**src/rtl/move_exec_pkg.sv**
```systemverilog
// Shared definitions for the move execute stage: data width and FSM state encodings.
`ifndef DATA_WIDTH
`define DATA_WIDTH 8
`endif

package move_exec_pkg;

  localparam int DATA_WIDTH = `DATA_WIDTH;

  typedef enum logic [1:0] {
    MX_IDLE     = 2'd0,
    MX_READ     = 2'd1,
    MX_WAIT_TGT = 2'd2,
    MX_WRITE    = 2'd3
  } mx_state_t;

endpackage

```
**src/rtl/move_exec_if.sv**
```systemverilog
// Fetch-side pair handshake plus device bus signals of the move execute stage.
// The master view belongs to move_exec; the slave view to its environment.
interface move_exec_if #(
  parameter int DW = 8
);

  logic          i_valid;
  logic          i_target_flag;
  logic [DW-1:0] i_device;
  logic [DW-1:0] i_address;
  logic          o_ready;
  logic          o_bus_req;
  logic          o_bus_we;
  logic [DW-1:0] o_bus_device;
  logic [DW-1:0] o_bus_address;
  logic [DW-1:0] o_bus_wdata;
  logic          i_bus_ack;
  logic [DW-1:0] i_bus_rdata;
  logic          o_done;
  logic          o_error;

  modport master (
    input  i_valid, i_target_flag, i_device, i_address, i_bus_ack, i_bus_rdata,
    output o_ready, o_bus_req, o_bus_we, o_bus_device, o_bus_address, o_bus_wdata,
    output o_done, o_error
  );

  modport slave (
    output i_valid, i_target_flag, i_device, i_address, i_bus_ack, i_bus_rdata,
    input  o_ready, o_bus_req, o_bus_we, o_bus_device, o_bus_address, o_bus_wdata,
    input  o_done, o_error
  );

endinterface

```
**src/rtl/move_exec_ack_timer.sv**
```systemverilog
// Counts cycles a bus request has waited without acknowledge; flags expiry on
// the last allowed waiting cycle. ACK_TIMEOUT of 0 never expires.
module move_exec_ack_timer #(
  parameter int ACK_TIMEOUT = 16
) (
  input  logic clk,
  input  logic rst_n,
  input  logic load,
  input  logic enable,
  output logic expire
);

  localparam int TW = (ACK_TIMEOUT > 0) ? $clog2(ACK_TIMEOUT + 1) : 1;
  localparam logic [TW-1:0] LAST = (ACK_TIMEOUT > 0) ? TW'(ACK_TIMEOUT - 1) : '0;

  logic [TW-1:0] count;

  // Held at zero while not waiting, advances once per unacknowledged cycle.
  always_ff @(posedge clk or negedge rst_n) begin
    if (!rst_n) begin
      count <= '0;
    end else if (load) begin
      count <= '0;
    end else if (enable) begin
      count <= count + 1'b1;
    end
  end

  assign expire = (ACK_TIMEOUT > 0) && enable && (count == LAST);

endmodule

```
**src/rtl/move_exec.sv**
```systemverilog
// Move execute stage: reads one word from the source (device,address) and
// writes it to the target (device,address) supplied by the fetch stage.
module move_exec
  import move_exec_pkg::*;
#(
  parameter int DATA_WIDTH  = move_exec_pkg::DATA_WIDTH,
  parameter int ACK_TIMEOUT = 16
) (
  input  logic          clk,
  input  logic          rst_n,
  move_exec_if.master   bus
);

  mx_state_t             state;
  logic [DATA_WIDTH-1:0] src_device;
  logic [DATA_WIDTH-1:0] src_address;
  logic [DATA_WIDTH-1:0] tgt_device;
  logic [DATA_WIDTH-1:0] tgt_address;
  logic [DATA_WIDTH-1:0] data_word;
  logic                  done_q;
  logic                  error_q;
  logic                  busy;
  logic                  expire;

  assign busy = (state == MX_READ) || (state == MX_WRITE);

  move_exec_ack_timer #(
    .ACK_TIMEOUT(ACK_TIMEOUT)
  ) u_ack_timer (
    .clk    (clk),
    .rst_n  (rst_n),
    .load   (!busy),
    .enable (busy && !bus.i_bus_ack),
    .expire (expire)
  );

  // Sequencing of source read and target write, with one-cycle status pulses.
  always_ff @(posedge clk or negedge rst_n) begin
    if (!rst_n) begin
      state       <= MX_IDLE;
      src_device  <= '0;
      src_address <= '0;
      tgt_device  <= '0;
      tgt_address <= '0;
      data_word   <= '0;
      done_q      <= 1'b0;
      error_q     <= 1'b0;
    end else begin
      done_q  <= 1'b0;
      error_q <= 1'b0;
      case (state)
        MX_IDLE: begin
          if (bus.i_valid) begin
            if (!bus.i_target_flag) begin
              src_device  <= bus.i_device;
              src_address <= bus.i_address;
              state       <= MX_READ;
            end else begin
              error_q <= 1'b1;
            end
          end
        end
        MX_READ: begin
          if (bus.i_bus_ack) begin
            data_word <= bus.i_bus_rdata;
            state     <= MX_WAIT_TGT;
          end else if (expire) begin
            error_q <= 1'b1;
            state   <= MX_IDLE;
          end
        end
        MX_WAIT_TGT: begin
          if (bus.i_valid) begin
            if (bus.i_target_flag) begin
              tgt_device  <= bus.i_device;
              tgt_address <= bus.i_address;
              state       <= MX_WRITE;
            end else begin
              src_device  <= bus.i_device;
              src_address <= bus.i_address;
              data_word   <= '0;
              error_q     <= 1'b1;
              state       <= MX_READ;
            end
          end
        end
        MX_WRITE: begin
          if (bus.i_bus_ack) begin
            done_q <= 1'b1;
            state  <= MX_IDLE;
          end else if (expire) begin
            error_q <= 1'b1;
            state   <= MX_IDLE;
          end
        end
        default: state <= MX_IDLE;
      endcase
    end
  end

  assign bus.o_ready       = (state == MX_IDLE) || (state == MX_WAIT_TGT);
  assign bus.o_bus_req     = busy;
  assign bus.o_bus_we      = (state == MX_WRITE);
  assign bus.o_bus_device  = (state == MX_WRITE) ? tgt_device :
                             (state == MX_READ)  ? src_device  : '0;
  assign bus.o_bus_address = (state == MX_WRITE) ? tgt_address :
                             (state == MX_READ)  ? src_address : '0;
  assign bus.o_bus_wdata   = data_word;
  assign bus.o_done        = done_q;
  assign bus.o_error       = error_q;

endmodule

```
**src/flat_wrapper.sv**
```systemverilog
// flat-port wrapper written by rule: the top's interface ports become plain ports
module move_exec_flat import move_exec_pkg::*;
#(
  parameter int DATA_WIDTH  = move_exec_pkg::DATA_WIDTH,
  parameter int ACK_TIMEOUT = 16
)
  (clk, rst_n, bus_i_valid, bus_i_target_flag, bus_i_device, bus_i_address, bus_i_bus_ack, bus_i_bus_rdata, bus_o_ready, bus_o_bus_req, bus_o_bus_we, bus_o_bus_device, bus_o_bus_address, bus_o_bus_wdata, bus_o_done, bus_o_error);
  move_exec_if #(.DW(8)) bus_i ();
  input  logic clk;
  input  logic rst_n;
  input wire logic [$bits(bus_i.i_valid)-1:0] bus_i_valid;
  input wire logic [$bits(bus_i.i_target_flag)-1:0] bus_i_target_flag;
  input wire logic [$bits(bus_i.i_device)-1:0] bus_i_device;
  input wire logic [$bits(bus_i.i_address)-1:0] bus_i_address;
  input wire logic [$bits(bus_i.i_bus_ack)-1:0] bus_i_bus_ack;
  input wire logic [$bits(bus_i.i_bus_rdata)-1:0] bus_i_bus_rdata;
  output wire logic [$bits(bus_i.o_ready)-1:0] bus_o_ready;
  output wire logic [$bits(bus_i.o_bus_req)-1:0] bus_o_bus_req;
  output wire logic [$bits(bus_i.o_bus_we)-1:0] bus_o_bus_we;
  output wire logic [$bits(bus_i.o_bus_device)-1:0] bus_o_bus_device;
  output wire logic [$bits(bus_i.o_bus_address)-1:0] bus_o_bus_address;
  output wire logic [$bits(bus_i.o_bus_wdata)-1:0] bus_o_bus_wdata;
  output wire logic [$bits(bus_i.o_done)-1:0] bus_o_done;
  output wire logic [$bits(bus_i.o_error)-1:0] bus_o_error;
  assign bus_i.i_valid = bus_i_valid;
  assign bus_i.i_target_flag = bus_i_target_flag;
  assign bus_i.i_device = bus_i_device;
  assign bus_i.i_address = bus_i_address;
  assign bus_i.i_bus_ack = bus_i_bus_ack;
  assign bus_i.i_bus_rdata = bus_i_bus_rdata;
  assign bus_o_ready = bus_i.o_ready;
  assign bus_o_bus_req = bus_i.o_bus_req;
  assign bus_o_bus_we = bus_i.o_bus_we;
  assign bus_o_bus_device = bus_i.o_bus_device;
  assign bus_o_bus_address = bus_i.o_bus_address;
  assign bus_o_bus_wdata = bus_i.o_bus_wdata;
  assign bus_o_done = bus_i.o_done;
  assign bus_o_error = bus_i.o_error;
  move_exec #(.DATA_WIDTH(DATA_WIDTH), .ACK_TIMEOUT(ACK_TIMEOUT)) u_core (.clk(clk), .rst_n(rst_n), .bus(bus_i));
endmodule
```
**config.mk**
```make
export PLATFORM = sky130hd
export DESIGN_NAME = move_exec_flat
export DESIGN_NICKNAME = d
export VERILOG_FILES = /design/src/rtl/move_exec_pkg.sv /design/src/rtl/move_exec_if.sv /design/src/rtl/move_exec_ack_timer.sv /design/src/rtl/move_exec.sv /design/src/flat_wrapper.sv
export SDC_FILE = /design/constraint.sdc
export NUM_CORES = 1
export LEC_CHECK = 0
export ABC_CLOCK_PERIOD_IN_PS = 1400
export BUFFER_PORTS_ARGS = -buffer_cell sky130_fd_sc_hd__buf_2
export CORE_MARGIN = 2
export CORE_UTILIZATION = 48
export DETAILED_ROUTE_END_ITERATION = 7
export PLACE_DENSITY = 0.87
export SETUP_SLACK_MARGIN = 0.2
export SLEW_MARGIN = 20
export SYNTH_ARGS = -nofsm -noshare
export SYNTH_HDL_FRONTEND = slang
export SYNTH_SLANG_ARGS = --single-unit
```
**constraint.sdc**
```tcl
create_clock -name clk -period 1.4 [get_ports clk]
set_clock_uncertainty 0.2 [all_clocks]
set_input_delay 0.07 -clock clk [delete_from_list [all_inputs] [get_ports clk]]
set_output_delay 0.07 -clock clk [all_outputs]
set_load 0.1 [all_outputs]
```
==> metrics.md, run 1 <==
| Metric | Value |
|---|---|
| Startpoint types | register |
| Share of layout cells above drive strength 1 | 67.11% |
| Worst setup EP type | primary output |
| Count of input and output buffers | 57 |
| Syn Area/Cell | 12.99 um2 |
| Crit-path slowest cell | dfrtp_2 |
| Later-pin clock latency in the skew report | 320 ps |
| Routed Antenna Nets | 0 |
| Synthesized instance count | 180 |
| Hpwl dp | 4031 um |
| Buf/Inv on CP | 2 |
| Max Fclk | 0.5445 GHz |
| WP data arrival | 1570 ps |
| Clk pin slew, worst setup/hold paths | 90 ps |
| Num ports | 58 |
| RSZ-0062 raised after global routing | true |
| Power Density | 2560 nW/um2 |
| Setup TNS | -20,080 ps |
| Synth Flop Type | dfrtp_1 |
| Global route overflow | 0 |
| Htree depth | 2 |
| Initial cell density of the core | 49.51% |
| Async SR Flop Fraction | 100.0% |
| Total GRT Usage | 31.85% |
| CP dominant cell by count | buf_12 |
| Leakage Power | 1.906 nW |
| N_diodes | 0 |
| Utilization after layout | 94.04% |
| Final wirelength | 9783 um |
| Crit path largest cell delay | 470 ps |
| Fin. Hold Viols | 0 |
| Count of cell types in the netlist | 29 |
| Initial drt markers | 166 |
| First-pass GRT wire length | 12,290 um |
| Number of synthesized flops with an enable pin | 0 |
| Max Slew Vio Count | 0 |
| Area Overhead vs Synth | 89.94% |
| Max-capacitance violation count | 0 |
| Via Count | 2,108 |
| Syn_nets | 212 |
| Critical path class | register to primary output |
| Setup slack at placement | -152.9 ps |
| NumNets Final | 329 |
| Die outline width | 73.80 um |
| CP Max Fanout | 9 |
| Failing checks | setup timing |
| Filler cells | 115 |
| Top delay family on crit path | flip-flops |
| Die Height | 73.80 um |
| Peak VDD IR | 2.686 mV |
| Yosys warns | 0 |
| Total power | 11.37 mW |
| Number of global-route vias before repair | 2,248 |
| CP Data Required Time | 1130 ps |
| Status | finished with violations |
| Core ar. | 4723 um2 |
| First-pass DRT Iterations | 4 |
| Slew @ Worst Pin | 556.0 ps |
| Sink Count | 49 |
| CTS root buf | clkbuf_8 |
| Final WS setup | -436.6 ps |
| Vias per inst | 5.775 |
| Fin Hold WS | 87.57 ps |
| Initial antenna violation count | 0 |
| Tcrit/Tclk final | 131.2% |
| Top cell type's share of synthesized area | 52.43% |
| Hold Path Class | primary input to register |
| DRC viols | 0 |
| Final setup vio count | 63 |
| CTS Buf Count | 5 |
| # rows | 25 |
| Die Area | 5446 um2 |
| Rel. slew slack | 62.94% |
| Critical Path, Cell by Cell | buf_12 -> mux2i_2 -> nor2_4 -> buf_12 |
| Routability cong. | 0.7674 |
| Largest buffer count on any clock path | 2 |
| CTS tree | done |
| Yosys reg bits | 49 |
| Area contributors post-synth | dfrtp_1, mux2i_1, mux2_2 |
| Synthesized area | 2338 um2 |
| Post-layout minimum cycle time | 1837 ps |
| Largest net degree at the start of global routing | 20 |
| DR WL/cell | 26.80 um |
| Seq/Total Area, Yosys | 52.43% |
| Leading area contributor after synthesis | dfrtp_1 |
==> synth_stat cells (all sizes together) (2+ instances only) <==
cell type,number
and3,3
inv,3
o21ai,2
dfrtp,49
nor2b,2
nand2,2
o2bb2ai,8
o211ai,2
mux2i,25
clkbuf,5
mux2,32
nor2,24
ha,3
buf,8
xor2,2
==> cell type report <==
type                            count  area, um2  area share, %
Sequential cell                    49       1237          27.86
Clock inverter                      1      5.005         0.1127
Multi-Input combinational cell    115       1490          33.55
Tap cell                           67      83.83          1.887
Clock buffer                        7      96.34          2.169
Timing Repair Buffer              123       1513          34.06
Inverter                            3      16.27         0.3662
==> state kept, by name, summed over array words and instances, names as in the netlist <==
signal,count
u_core.bus.o_error,1
u_core.tgt_device,8
u_core.src_device,8
u_core.bus.o_done,1
u_core.src_address,8
u_core.u_ack_timer.count,5
u_core.bus.o_bus_wdata,8
u_core.tgt_address,8
u_core.state,2
==> through the flow <==
stage | area, um2 | std cells
2_1_floorplan | 2539 | 180
3_3_place_gp | 3326 | 315
3_5_place_dp | 3326 | 315
4_1_cts | 4118 | 358
5_1_grt | 4442 | 365
6_report | 4442 | 365
==> final timing paths <==
path                                  startpoint                           to  slack (ps)  depth (start not counted)
setup / recovery                 u_core.state[1]          bus_o_bus_device[0]        -440                          4
hold / removal                     bus_i_bus_ack  u_core.u_ack_timer.count[4]          90                          4
setup reg to reg                 u_core.state[1]        u_core.tgt_address[0]        -390                          6
min in group asynchronous                  rst_n         u_core.src_device[2]         100                          2
max in group asynchronous                  rst_n    u_core.bus.o_bus_wdata[0]         390                          3
hold reg to reg            u_core.tgt_address[5]        u_core.tgt_address[5]         370                          1
==> power breakdown <==
group | leakage, nW | switching, mW | internal, mW
clock | 0.0542 | 0.518 | 0.448
combinational | 1.26 | 4.26 | 3.39
sequential | 0.593 | 0.756 | 2.00
==> worst min-delay path, delay by kind of cell <==
kind | cells | cell delay, ps
AND/OR/NAND/NOR | 1 | 50
buffers and inverters | 2 | 330
AO/OA/AOI/OAI | 1 | 120
==> kinds of logic (layout without fill, tap and decap cells) <==
group,after synthesis,count (layout),share of synthesized area (%)
muxes,57,57,27.72
DFF,49,49,52.43
and+or+nand+nor,36,36,7.652
AOI/OAI and AO/OA,16,16,5.190
buffers and inverters,16,134,4.281
adders and majority gates,3,3,1.605
xor gates and xnor gates,3,3,1.124
==> per-layer routing <==
layer / track usage [%] / up-vias / routed length [um]
li1: - / 870 / -
met4: 20.00 / 0 / 590
met2: 55.26 / 110 / 5091
met5: 0 / - / 0
met3: 6.859 / 46 / 448
met1: 35.08 / 1082 / 3652
==> cell usage in the layout, fill, tap and decap left out, types with 2 or more instances in the layout <==
cell type,count
buf_4,11
buf_2,28
buf_12,36
dlygate4sd3_1,28
inv_1,2
o2bb2ai_1,8
ha_4,2
mux2i_4,13
o211ai_1,2
dfrtp_2,9
dfrtp_1,40
mux2i_1,7
clkbuf_8,7
mux2_4,20
nor2_1,2
clkbuf_16,2
nor2_4,21
nor2b_4,2
buf_6,15
mux2i_2,5
and3_4,2
mux2_2,12
buf_16,2
==> repair_timing <==
item                                    CTS  global route
hold buffers                             28             0
pin swaps                                10             8
gates resized for setup                  83            46
buffers inserted                          6             5
gates cloned                              1             2
hold endpoints to repair                 93             0
endpoints found under the setup margin   77            75
(Power assumes the default switching activity.)
==> run 2, diff against run 1 <==
Settings changed: CORE_ASPECT_RATIO set to 0.5.
==> metrics.md, run 2 (synthesis gave the netlist of run 1 again) <==
| Metric | Value |
|---|---|
| Status | finished with violations |
| Failing checks | setup timing |
| Final setup vio count | 63 |
| Sink Count | 49 |
| Hpwl dp | 3899 um |
| Final wirelength | 10,680 um |
| Global route overflow | 0 |
| DR WL/cell | 29.19 um |
| Levels on crit path | 8 |
| Startpoint types | register |
| Rel. slew slack | 65.64% |
| Crit path largest cell delay | 470 ps |
| DRC viols | 0 |
| Initial drt markers | 139 |
| Commonest cells after routing, fill and taps aside | dfrtp_1, buf_12, dlygate4sd3_1 |
| Tcrit/Tclk final | 138.7% |
| Post-layout minimum cycle time | 1942 ps |
| Initial cell density of the core | 51.62% |
| First-pass DRT Iterations | 4 |
| Critical path class | register to register |
| Max-capacitance violation count | 0 |
| Slew @ Worst Pin | 515.3 ps |
| Final WS setup | -541.9 ps |
| Number of global-route vias before repair | 2,204 |
| Clk pin slew, worst setup/hold paths | 110 ps |
| Fin. Hold Viols | 0 |
| Power Density | 2597 nW/um2 |
| R2r startpoint | u_core.state[1] |
| Worst setup EP type | register |
| Largest buffer count on any clock path | 2 |
| CP Data Required Time | 1410 ps |
| Hold Path Class | primary input to register |
| Peak VDD IR | 1.930 mV |
| WP data arrival | 1950 ps |
| Buf/Inv on CP | 5 |
| Vias per inst | 5.989 |
| Share of layout cells above drive strength 1 | 64.00% |
| Leakage Power | 1.865 nW |
| Top delay family on crit path | buffers and inverters |
| Via Count | 2,192 |
| Initial antenna violation count | 1 |
| Setup crit end | u_core.bus.o_bus_wdata[2] |
| Dpl cells | 305 |
| Die Height | 53.36 um |
| Later-pin clock latency in the skew report | 340 ps |
| Die outline width | 102.7 um |
| N_diodes | 0 |
| Worst r2r path cells | 8 |
| Num ports | 58 |
| Area Overhead vs Synth | 86.25% |
| Die Area | 5480 um2 |
| Critical Path, Cell by Cell | buf_4 -> buf_6 -> buf_6 -> buf_6 -> nand2b_4 -> buf_12 -> mux2i_1 -> o2bb2ai_1 |
| First-pass GRT wire length | 13,000 um |
| Final Cell Area | 4355 um2 |
| Max Fclk | 0.5150 GHz |
| Layout Cells excl Fill | 366 |
| CP dominant cell by count | buf_6 |
| # rows | 17 |
| Core ar. | 4531 um2 |
| CP Max Fanout | 8 |
| RR Endpoint | u_core.bus.o_bus_wdata[2] |
| Largest net degree at the start of global routing | 21 |
| NumNets Final | 331 |
| Routability cong. | 0.8144 |
| Reg2Reg Setup Slack | -540 ps |
| Routed Antenna Nets | 0 |
| Max Slew Vio Count | 0 |
| RSZ-0062 raised after global routing | true |
| Commonest non-fill, non-tap cell in the layout | dfrtp_1 |
| Crit path launch | u_core.state[1] |
| Placed cell area | 3257 um2 |
| CTS root buf | clkbuf_8 |
| Htree depth | 2 |
| CTS Buf Count | 5 |
| Crit-path slowest cell | dfrtp_2 |
| CTS tree | done |
| Count of input and output buffers | 57 |
| Total GRT Usage | 34.34% |
-- run 2: changes by cell type in the layout (fill, tap and decap cells not counted), moves of 2 or more --
cell | before | now
o2bb2ai_2 | 0 | 2
o2bb2ai_1 | 8 | 6
nor2_4 | 21 | 16
clkbuf_8 | 7 | 5
mux2_2 | 12 | 15
buf_4 | 11 | 15
clkbuf_1 | 0 | 2
mux2_4 | 20 | 17
nor2_1 | 2 | 7
-- run 2: report_power, final --
group | internal [mW] | switching, mW | leakage (nW)
Combinational | 3.31 | 4.33 | 1.23
Sequential | 2.00 | 0.779 | 0.592
Clock | 0.355 | 0.539 | 0.0385
Total | 5.66 | 5.65 | 1.87
-- run 2: area by class of cell --
cell class | instances | area (um2)
clock buffers | 7 | 76.32
clock inverters | 1 | 7.507
fillers | 90 | 175.2
inverters | 3 | 16.27
multi-input cells | 115 | 1438
flip-flops and latches | 49 | 1239
well taps | 66 | 82.58
repair buffers | 125 | 1496
-- run 2: what timing repair did --
item                                   in CTS  in global routing
gates cloned                                2                  0
setup endpoints to repair                  77                 77
pin swaps                                  15                  6
hold buffers                               29                  0
setup buffers                              16                  6
endpoints found under the hold margin      94                  0
gates resized for setup                    73                 38
-- run 2: layer usage --
layer	wire (um)	up-vias	share of wire, %	global-route usage (%)
met1	3889	1107	36	41.48
met5	13	-	0.12	0
li1	-	874	-	-
met2	5300	155	50	57.41
met3	930	54	8.7	9.115
met4	548	2	5.1	17.78
-- run 2: worst reg2reg max path, delay by kind of cell, from the launching register on --
kind,cells,cell delay [ps]
buffers and inverters,5,620
flip-flops,1,470
multiplexers,1,230
AND/OR/NAND/NOR,1,150
AO/OA/AOI/OAI,1,140
-- run 2: per-stage QoR --
stage / setup TNS, ps / worst slack (ps) / hold slack [ps] / total power [mW] / utilization (%)
final: -19790 / -541.9 / 66.08 / 11.31 / 96.13
after global routing: -21260 / -821.4 / 72.34 / 11.52 / 96.13
after CTS: -13220 / -353.6 / 1.280 / 10.10 / 90.75
after detailed placement: -8163 / -212.3 / -135.6 / 7.973 / 71.89
after global placement: -5020 / -114.0 / -148.5 / 7.777 / 71.89
after floorplan: -5325 / -190.5 / -425.6 / 6.463 / -
-- run 2: worst min-delay path by stage --
stage / startpoint / to / cells past startpoint
6_report: bus_i_bus_ack / u_core.u_ack_timer.count[2] / 4
4_1_cts: bus_i_bus_ack / u_core.bus.o_error / 3
3_3_place_gp: rst_n / u_core.src_address[4] / 1
5_1_grt: bus_i_bus_ack / u_core.u_ack_timer.count[2] / 4
2_1_floorplan: rst_n / u_core.bus.o_bus_wdata[0] / 0
3_5_place_dp: rst_n / u_core.src_address[4] / 1
